### config.mk
export PLATFORM = sky130hd
export DESIGN_NAME = serial_add_scheduler_flat
export DESIGN_NICKNAME = d
export VERILOG_FILES = /design/src/rtl/serial_add_scheduler_if.sv /design/src/rtl/serial_add_scheduler.sv /design/src/flat_wrapper.sv
export SDC_FILE = /design/constraint.sdc
export NUM_CORES = 1
export LEC_CHECK = 0
export CAP_MARGIN = 20
export CORE_MARGIN = 10
export CORE_UTILIZATION = 42
export CTS_BUF_LIST = sky130_fd_sc_hd__clkbuf_2 sky130_fd_sc_hd__clkbuf_4 sky130_fd_sc_hd__clkbuf_8
export DETAILED_ROUTE_END_ITERATION = 16
export GPL_ROUTABILITY_DRIVEN = 0
export GPL_TIMING_DRIVEN = 0
export HOLD_SLACK_MARGIN = 0.02
export PLACE_DENSITY = 0.88
export REMOVE_ABC_BUFFERS = 1
export SETUP_SLACK_MARGIN = 0.3
export SLEW_MARGIN = 5
export SYNTH_ARGS = -nofsm -noshare
export SYNTH_HDL_FRONTEND = slang
export SYNTH_SLANG_ARGS = --single-unit
### constraint.sdc
create_clock -name clk -period 2.2 [get_ports clk]
set_input_delay 0.66 -clock clk [delete_from_list [all_inputs] [get_ports clk]]
set_output_delay 0.66 -clock clk [all_outputs]
set_load 0.02 [all_outputs]
### src/rtl/serial_add_scheduler_if.sv
// Request/response handshake bundle for serial_add_scheduler.
// master = the two requesters plus the result consumer, slave = the scheduler.
interface serial_add_scheduler_if #(
  parameter int WIDTH = 8
);
  logic             req0_valid;
  logic             req0_ready;
  logic [WIDTH-1:0] req0_a;
  logic [WIDTH-1:0] req0_b;

  logic             req1_valid;
  logic             req1_ready;
  logic [WIDTH-1:0] req1_a;
  logic [WIDTH-1:0] req1_b;

  logic             rsp_valid;
  logic             rsp_ready;
  logic             rsp_id;
  logic [WIDTH:0]   rsp_sum;

  modport master (
    output req0_valid, req0_a, req0_b,
    output req1_valid, req1_a, req1_b,
    output rsp_ready,
    input  req0_ready, req1_ready,
    input  rsp_valid, rsp_id, rsp_sum
  );

  modport slave (
    input  req0_valid, req0_a, req0_b,
    input  req1_valid, req1_a, req1_b,
    input  rsp_ready,
    output req0_ready, req1_ready,
    output rsp_valid, rsp_id, rsp_sum
  );
endinterface

### src/rtl/serial_add_scheduler.sv
// Round-robin two-port sequencer for a bit-serial adder: accepts an operand pair,
// strobes the external datapath for WIDTH bit cycles and returns the tagged sum.
module serial_add_scheduler #(
  parameter int WIDTH = 8
) (
  input  logic                  clk,
  input  logic                  reset,
  serial_add_scheduler_if.slave bus,
  output logic                  busy,
  output logic                  dp_load,
  output logic                  dp_carry_clr,
  output logic                  dp_shift_en,
  output logic [WIDTH-1:0]      dp_a,
  output logic [WIDTH-1:0]      dp_b,
  input  logic [WIDTH:0]        dp_sum
);

  localparam int CNT_W = $clog2(WIDTH + 1);

  localparam logic [2:0] IDLE    = 3'd0;
  localparam logic [2:0] LOAD    = 3'd1;
  localparam logic [2:0] SHIFT   = 3'd2;
  localparam logic [2:0] CAPTURE = 3'd3;
  localparam logic [2:0] RESP    = 3'd4;

  logic [2:0]       state_q, state_d;
  logic [CNT_W-1:0] cnt_q, cnt_d;
  logic             last_grant_q, last_grant_d;
  logic [WIDTH-1:0] a_q, a_d;
  logic [WIDTH-1:0] b_q, b_d;
  logic             id_q, id_d;
  logic [WIDTH:0]   sum_q, sum_d;

  logic grant0, grant1;
  logic accept0, accept1;
  logic idle;

  assign idle = (state_q == IDLE);

  // On a tie the port that did not win last time is granted; the two grants are exclusive.
  assign grant0 = bus.req0_valid & (~bus.req1_valid | last_grant_q);
  assign grant1 = bus.req1_valid & (~bus.req0_valid | ~last_grant_q);

  assign accept0 = ~reset & idle & grant0;
  assign accept1 = ~reset & idle & grant1;

  assign bus.req0_ready = accept0;
  assign bus.req1_ready = accept1;

  assign bus.rsp_valid = (state_q == RESP);
  assign bus.rsp_id    = id_q;
  assign bus.rsp_sum   = sum_q;

  assign busy         = ~idle;
  assign dp_load      = (state_q == LOAD);
  assign dp_carry_clr = (state_q == LOAD);
  assign dp_shift_en  = (state_q == SHIFT);
  assign dp_a         = a_q;
  assign dp_b         = b_q;

  always_comb begin
    state_d      = state_q;
    cnt_d        = cnt_q;
    last_grant_d = last_grant_q;
    a_d          = a_q;
    b_d          = b_q;
    id_d         = id_q;
    sum_d        = sum_q;

    case (state_q)
      IDLE: begin
        if (accept0) begin
          a_d          = bus.req0_a;
          b_d          = bus.req0_b;
          id_d         = 1'b0;
          last_grant_d = 1'b0;
          state_d      = LOAD;
        end else if (accept1) begin
          a_d          = bus.req1_a;
          b_d          = bus.req1_b;
          id_d         = 1'b1;
          last_grant_d = 1'b1;
          state_d      = LOAD;
        end
      end
      LOAD: begin
        cnt_d   = '0;
        state_d = SHIFT;
      end
      SHIFT: begin
        cnt_d = cnt_q + 1'b1;
        if (cnt_q == CNT_W'(WIDTH - 1)) begin
          state_d = CAPTURE;
        end
      end
      CAPTURE: begin
        // The last shift has landed in the datapath sum register by now.
        sum_d   = dp_sum;
        state_d = RESP;
      end
      RESP: begin
        if (bus.rsp_ready) begin
          state_d = IDLE;
        end
      end
      default: begin
        state_d = IDLE;
      end
    endcase
  end

  always_ff @(posedge clk or posedge reset) begin
    if (reset) begin
      state_q      <= IDLE;
      cnt_q        <= '0;
      last_grant_q <= 1'b1;
      a_q          <= '0;
      b_q          <= '0;
      id_q         <= 1'b0;
      sum_q        <= '0;
    end else begin
      state_q      <= state_d;
      cnt_q        <= cnt_d;
      last_grant_q <= last_grant_d;
      a_q          <= a_d;
      b_q          <= b_d;
      id_q         <= id_d;
      sum_q        <= sum_d;
    end
  end

endmodule

### src/flat_wrapper.sv
// flat-port wrapper written by rule: the top's interface ports become plain ports
module serial_add_scheduler_flat 
#(
  parameter int WIDTH = 8
)
  (clk, reset, busy, dp_load, dp_carry_clr, dp_shift_en, dp_a, dp_b, dp_sum, bus_req0_valid, bus_req0_a, bus_req0_b, bus_req1_valid, bus_req1_a, bus_req1_b, bus_rsp_ready, bus_req0_ready, bus_req1_ready, bus_rsp_valid, bus_rsp_id, bus_rsp_sum);
  serial_add_scheduler_if #(.WIDTH(WIDTH)) bus_i ();
  input  logic clk;
  input  logic reset;
  output logic busy;
  output logic dp_load;
  output logic dp_carry_clr;
  output logic dp_shift_en;
  output logic [WIDTH-1:0] dp_a;
  output logic [WIDTH-1:0] dp_b;
  input  logic [WIDTH:0] dp_sum;
  input wire logic [$bits(bus_i.req0_valid)-1:0] bus_req0_valid;
  input wire logic [$bits(bus_i.req0_a)-1:0] bus_req0_a;
  input wire logic [$bits(bus_i.req0_b)-1:0] bus_req0_b;
  input wire logic [$bits(bus_i.req1_valid)-1:0] bus_req1_valid;
  input wire logic [$bits(bus_i.req1_a)-1:0] bus_req1_a;
  input wire logic [$bits(bus_i.req1_b)-1:0] bus_req1_b;
  input wire logic [$bits(bus_i.rsp_ready)-1:0] bus_rsp_ready;
  output wire logic [$bits(bus_i.req0_ready)-1:0] bus_req0_ready;
  output wire logic [$bits(bus_i.req1_ready)-1:0] bus_req1_ready;
  output wire logic [$bits(bus_i.rsp_valid)-1:0] bus_rsp_valid;
  output wire logic [$bits(bus_i.rsp_id)-1:0] bus_rsp_id;
  output wire logic [$bits(bus_i.rsp_sum)-1:0] bus_rsp_sum;
  assign bus_i.req0_valid = bus_req0_valid;
  assign bus_i.req0_a = bus_req0_a;
  assign bus_i.req0_b = bus_req0_b;
  assign bus_i.req1_valid = bus_req1_valid;
  assign bus_i.req1_a = bus_req1_a;
  assign bus_i.req1_b = bus_req1_b;
  assign bus_i.rsp_ready = bus_rsp_ready;
  assign bus_req0_ready = bus_i.req0_ready;
  assign bus_req1_ready = bus_i.req1_ready;
  assign bus_rsp_valid = bus_i.rsp_valid;
  assign bus_rsp_id = bus_i.rsp_id;
  assign bus_rsp_sum = bus_i.rsp_sum;
  serial_add_scheduler #(.WIDTH(WIDTH)) u_core (.clk(clk), .reset(reset), .bus(bus_i), .busy(busy), .dp_load(dp_load), .dp_carry_clr(dp_carry_clr), .dp_shift_en(dp_shift_en), .dp_a(dp_a), .dp_b(dp_b), .dp_sum(dp_sum));
endmodule
==> run metrics <==
status complete, but fails checks; failing checks negative setup slack; clock-pin slew on the worst setup and hold paths 0.07 ns; worst ir drop on vdd 0.832 mV; MaxCap Viol Count 0; Max Slew Vio Count 0; Core Rows 23; crit path max fanout 3; largest net degree at the start of global routing 20; GRT Overall Usage 15.1%; f_max 451 MHz; post-synth top area share 48.7%; Synth area leader dfrtp_1; DRC viols 0; initial cell density of the core 43.0%; number of synthesized flops with an enable pin 0; Die ar. 0.00697 mm^2; first drt pass iteration count 4; YS warnings 0; post-synth design cell area 0.00169 mm^2; Avg Cell Area, Syn 12.4 um^2; Tcrit/Tclk final 101%; power per cell area 1350 mW/mm^2; most common cell in the netlist dfrtp_1; CTS HTree Levels 2; vias in the first global route 1,631; DR vias/cell 5.46; I/O Pins 79; Routed WL 5370 um; Area Growth Syn to Fin 64.9%; Clock Latency Late Sink 0.28 ns; Mapped Cells 137; Core Area 0.00394 mm^2; Cell Chain, Critical Path buf_6 -> or4_4 -> nor3_2 -> buf_4; initial antenna violation count 0; FF-to-FF setup slack 0.40 ns; Worst Tran Pin Value 0.696 ns; ys flop type dfrtp_1; area of the multi-input gates 810 um^2; asr flop ratio synth 100%; Setup crit end kind output pin; first-pass GRT wire length 8730 um; clock period minus worst slack 2.22 ns; Commonest cells post-synth 33 x dfrtp_1, 16 x o32ai_1, 10 x a2bb2oi_2, 9 x clkbuf_1, 9 x mux2_2; grt ovf 0; Pleak 0.00117 uW; RSZ-0062 raised after global routing true; drt wl/cell 19.0 um; post-synthesis sequential area ratio 50.3%; setup tns final -0.0167 ns; DR iter-0 viols 78; post-synth cell types 37; FF+latch area 856 um^2; share of cells above drive strength 1 33.0%; Synth area leaders dfrtp_1 49%, a2bb2oi_2 8.9%, o32ai_1 8.3%; CTS Hold Bufs 0; CTS max path bufs 2; Layout Skew 0.00656 ns; # port buffers 78; Max stage delay on crit path 0.52 ns; Worst EP required 1.54 ns; Layout Utilization 70.9%; Critical Setup Path Class primary input to output pin; Yosys reg bits 34; CTS Buf Count 5; Hold Fails Final Rpt 0; Worst Hold Class primary input to asynchronous set/reset pin; antenna cell count 0; die width 83.5 um; min setup slack post-route -0.0159 ns; Root Buffer clkbuf_8; crit path max-delay cell type or4_4; CP Data Arrival Time 1.56 ns; Power Total 3780 uW; Final nets 280; Critical Path Start Type primary input; Final HPWL DP 3760 um; CTS tree done; clock sink total 34; Antenna Nets Post-Route 0; Die Ht 83.5 um; total of fill cells in the finished design 307; DP Worst Slack -1.22 ns; vias 1,545; number of setup violations in the final report 2; Slew HR 53.5%
worst max-delay path: cells and delay by family:
| family | cells | cell delay, ns |
|---|---|---|
| and+or+nand+nor | 2 | 0.64 |
| buffers and inverters | 2 | 0.26 |
power breakdown:
group	switching (uW)	total (uW)	internal (uW)	leakage [uW]
logic	1080	2200	1120	0.000741
registers	214	1150	936	0.000386
clock network	216	428	212	0.0000438
total	1510	3780	2270	0.00117
final cells by class:
class / instances / share of cell area [%]
tap: 50 / 2.24
clock inverter: 2 / 0.358
sequential: 34 / 30.6
timing repair buffer: 102 / 34.6
inverter: 4 / 0.717
multi-input combinational: 86 / 29.0
clock buffer: 5 / 2.46
cells in the final DEF (no fill, tap or decap), drive strengths merged:
master,instances
clkinv,3
and4b,1
a31oi,1
inv,3
dfstp,1
ha,1
clkbuf,6
nor3,2
or3,1
nor2,6
and3b,1
a2bb2oi,16
a41oi,1
nand3,3
nor4b,1
a21o,1
or4b,1
a21bo,1
xnor2,1
a21oi,5
dfrtp,33
mux2,9
nor3b,2
o21a,1
buf,32
o21ai,6
nand3b,1
nor4,1
nand2,3
o32ai,16
nor2b,2
or4,1
clkdlybuf4s50,42
dlygate4sd2,27
a211o,1
state kept, by name, indices dropped and copies added, names as in the netlist:
name                 flops
u_core.last_grant_q      1
u_core.bus.rsp_id        1
u_core.dp_b              8
u_core.bus.rsp_sum       9
u_core.dp_a              8
u_core.cnt_q             4
u_core.state_q           3
logic make-up after synthesis:
| family | count (synthesis) | synth area share, % |
|---|---|---|
| buffers and inverters | 17 | 5.61 |
| and+or+nand+nor | 26 | 10.5 |
| adders and majority gates | 1 | 0.738 |
| xor gates and xnor gates | 1 | 0.517 |
| muxes | 9 | 5.98 |
| DFF | 34 | 50.3 |
| AOI/OAI and AO/OA | 49 | 26.4 |
final timing paths:
path                       cells past startpoint                         startpoint                                 to
min in group clk                               1  u_core.bus.rsp_sum[5]$_DFFE_PP0P_  u_core.bus.rsp_sum[5]$_DFFE_PP0P_
max reg2reg                                    4      u_core.state_q[0]$_DFFE_PP0P_         u_core.dp_a[3]$_DFFE_PP0P_
max                                            4                              reset                     bus_req0_ready
min                                            2                              reset      u_core.bus.rsp_id$_DFFE_PP0P_
max in group asynchronous                      3                              reset      u_core.state_q[2]$_DFFE_PP0P_
min reg2reg                                    1  u_core.bus.rsp_sum[5]$_DFFE_PP0P_  u_core.bus.rsp_sum[5]$_DFFE_PP0P_
stage by stage:
| stage | std cells | cell area [um^2] | hold WS (ns) |
|---|---|---|---|
| after floorplan | 124 | 1610 | 0.511 |
| after global placement | 252 | 2460 | 0.485 |
| after detailed placement | 254 | 2500 | 0.494 |
| after CTS | 277 | 2740 | 0.496 |
| after global routing | 283 | 2790 | 0.523 |
| final | 283 | 2790 | 0.486 |
timing repair:
action                                 CTS  global route
pin swaps                                6             2
gates resized for setup                 93             9
buffers inserted                        16             6
setup endpoints to repair               50            19
endpoints found under the hold margin    0             0
routing by layer:
layer,track usage (%),vias up,routed length (um)
met5,0,-,0
met4,3.20,0,57
met3,5.27,6,356
met2,25.1,67,2600
met1,18.4,750,2360
li1,-,722,-
No activity file was read; power rests on OpenSTA's default activity.
==> RTL change (same settings) <==
`WIDTH` is set to 8 in 3 places; all go to 4.
--- a/src/rtl/serial_add_scheduler_if.sv
+++ b/src/rtl/serial_add_scheduler_if.sv
@@ -1,7 +1,7 @@
 // Request/response handshake bundle for serial_add_scheduler.
 // master = the two requesters plus the result consumer, slave = the scheduler.
 interface serial_add_scheduler_if #(
-  parameter int WIDTH = 8
+  parameter int WIDTH = 4
 );
   logic             req0_valid;
   logic             req0_ready;
--- a/src/rtl/serial_add_scheduler.sv
+++ b/src/rtl/serial_add_scheduler.sv
@@ -1,7 +1,7 @@
 // Round-robin two-port sequencer for a bit-serial adder: accepts an operand pair,
 // strobes the external datapath for WIDTH bit cycles and returns the tagged sum.
 module serial_add_scheduler #(
-  parameter int WIDTH = 8
+  parameter int WIDTH = 4
 ) (
   input  logic                  clk,
   input  logic                  reset,
--- a/src/flat_wrapper.sv
+++ b/src/flat_wrapper.sv
@@ -1,7 +1,7 @@
 // flat-port wrapper written by rule: the top's interface ports become plain ports
 module serial_add_scheduler_flat 
 #(
-  parameter int WIDTH = 8
+  parameter int WIDTH = 4
 )
   (clk, reset, busy, dp_load, dp_carry_clr, dp_shift_en, dp_a, dp_b, dp_sum, bus_req0_valid, bus_req0_a, bus_req0_b, bus_req1_valid, bus_req1_a, bus_req1_b, bus_rsp_ready, bus_req0_ready, bus_req1_ready, bus_rsp_valid, bus_rsp_id, bus_rsp_sum);
   serial_add_scheduler_if #(.WIDTH(WIDTH)) bus_i ();
Ports: changed (8 resized); port bits go from 79 to 47. The function was not compared with the original's and may differ.
==> RTL change against the original RTL <==
  * The flow still finishes with violations (setup timing)
  * Critical path depth decreased by 1
  * Register-to-register slack got worse by 0.02 ns
  * Worst setup slack lost 0.091 ns
  * Sequential share of layout area is 0.12 points higher
  * Clock power shrank 52%
  * Global-route usage fell by 2.8 points
  * Routed wire length shrank 37%
  * Clock skew grew 0.0038 ns
  * Via count shrank 36%
  * Sequential cell count fell by 13
  * Area after synthesis is 39% lower
  * Power shrank 37%
  * Cell area down 38%
  * Critical path type is now register to output port
  * Largest power group unchanged
==> RTL change: results (changes against the original RTL) <==
route:
  wl_per_cell_um: 18.62  # was 18.98 µm
  vias: 987  # was 1545
  wl_um: 3370  # was 5372 µm
sta:
  fin_skew_ns: 0.01035  # was 0.006562 ns
  setup_viol: 2  # unchanged
  layout_setup_ws_ns: -0.1070  # was -0.01589 ns
  tns_ns: -0.1926  # was -0.01665 ns
  tightestPinTransition_ns: 0.7878  # was 0.6960 ns
place:
  post-place-cells: 157  # was 254
  dp_slack_ns: -0.9432  # was -1.216 ns
  dp_hpwl_um: 2277  # was 3759 µm
  place_area_um2: 1496  # was 2505 µm²
  port_buffers: 46  # was 78
synthesis:
  seq_area_frac_synth: 0.5078  # was 0.5030
  synth.top_cells.by_count: "20 x dfrtp_1, 8 x a2bb2oi_1, 8 x o32ai_1"  # was 33 x dfrtp_1, 16 x o32ai_1, 10 x a2bb2oi_2
  synthTopCellsByArea: "dfrtp_1 48%, a2bb2oi_1 6.8%, o32ai_1 6.8%"  # was dfrtp_1 49%, a2bb2oi_2 8.9%, o32ai_1 8.3%
  ys_types: 31  # was 37
status:
  violations: "setup timing"  # unchanged
  status: "finished, violations left"  # unchanged
critical_path:
  slowest_delay_ns: 0.57  # was 0.52 ns
  cp.arrival_ns: 1.65  # was 1.56 ns
clock_network:
  clkLatencyLatePin_ns: 0.31  # was 0.28 ns
  path_clk_slew_ns: 0.13  # was 0.07 ns
  numCtsBuffers: 3  # was 5
grt:
  grt_pass1_vias: 1015  # was 1631
  track_usage: 0.1232  # was 0.1512
  grt_pass1_wl_um: 5023  # was 8728 µm
finish:
  drive_gt1_frac: 0.3464  # was 0.3305
  nets: 182  # was 280
power_and_ir_drop:
  p_switching_uw: 968.2  # was 1.512 mW
RTL change: changes by cell type after synthesis, sizes merged, moves of 3 or more:
cell / change
mux2: -4
nand3: -3
clkbuf: -7
o21ai: -3
dfrtp: -13
o32ai: -8
a2bb2oi: -8
a21oi: -4
a22o: +3
RTL change: kinds of logic after synthesis:
kind of cell,share of synthesized area
XOR/XNOR,0.008445
AND/OR/NAND/NOR,0.1399
buffers and inverters,0.05307
flip-flops,0.5078
multiplexers,0.05428
adder cells (fa/ha/maj),0.02412
AO/OA/AOI/OAI,0.2123
RTL change: path summary, 6_finish.rpt:
kind,startpoint,end,slack [ns],cells after the start
worst min register to register,u_core.bus.rsp_id$_DFFE_PP0P_,u_core.bus.rsp_id$_DFFE_PP0P_,0.50,1
min in group clk,u_core.bus.rsp_id$_DFFE_PP0P_,u_core.bus.rsp_id$_DFFE_PP0P_,0.50,1
worst max register to register,u_core.state_q[0]$_DFFE_PP0P_,u_core.bus.rsp_id$_DFFE_PP0P_,0.38,7
worst min-delay path,reset,u_core.bus.rsp_sum[1]$_DFFE_PP0P_,0.49,2
worst max-delay path,u_core.state_q[0]$_DFFE_PP0P_,bus_req0_ready,-0.11,3
max in group asynchronous,reset,u_core.state_q[1]$_DFFE_PP0P_,1.18,2
RTL change: power by group through the flow:
stage	clock network (mW)	logic [mW]	registers, mW
6_report	0.207	1.47	0.712
4_1_cts	0.201	1.29	0.715
3_3_place_gp	0	1.17	0.739
2_1_floorplan	0	0.533	0.880
3_5_place_dp	0	1.20	0.756
5_1_grt	0.217	1.59	0.732
RTL change: area by class of cell:
class / instances / area, µm²
Clock buffer: 4 / 30.03
Fill cell: 147 / 550.5
Inverter: 5 / 20.02
Multi-Input combinational cell: 57 / 498.0
Sequential cell: 21 / 530.5
Tap cell: 28 / 35.03
Timing Repair Buffer: 66 / 611.8
RTL change: repair_timing:
action	in CTS	in global routing
buffers inserted	9	11
pin swaps	3	5
gates resized for setup	70	13
setup endpoints to repair	21	7
RTL change: worst max-delay path: cells and delay by family (launching register included):
family | cells | cell delay, ns
DFF | 1 | 0.44
and+or+nand+nor | 2 | 0.74
buffers and inverters | 1 | 0.16
RTL change: layer usage:
layer	wire [µm]	part of all wire	global-route usage
met1	1329	0.39	0.1349
met5	0	0	0
met2	1751	0.52	0.2208
met4	68	0.020	0.03261
met3	221	0.066	0.03994
RTL change: through the flow:
step | hold slack (ns) | util | power [mW]
after global routing | 0.5172 | 0.7581 | 2.537
after floorplan | 0.4823 | - | 1.413
final | 0.4876 | 0.7581 | 2.385
after detailed placement | 0.4720 | 0.6575 | 1.951
after CTS | 0.4936 | 0.7086 | 2.205
after global placement | 0.4613 | 0.6575 | 1.908
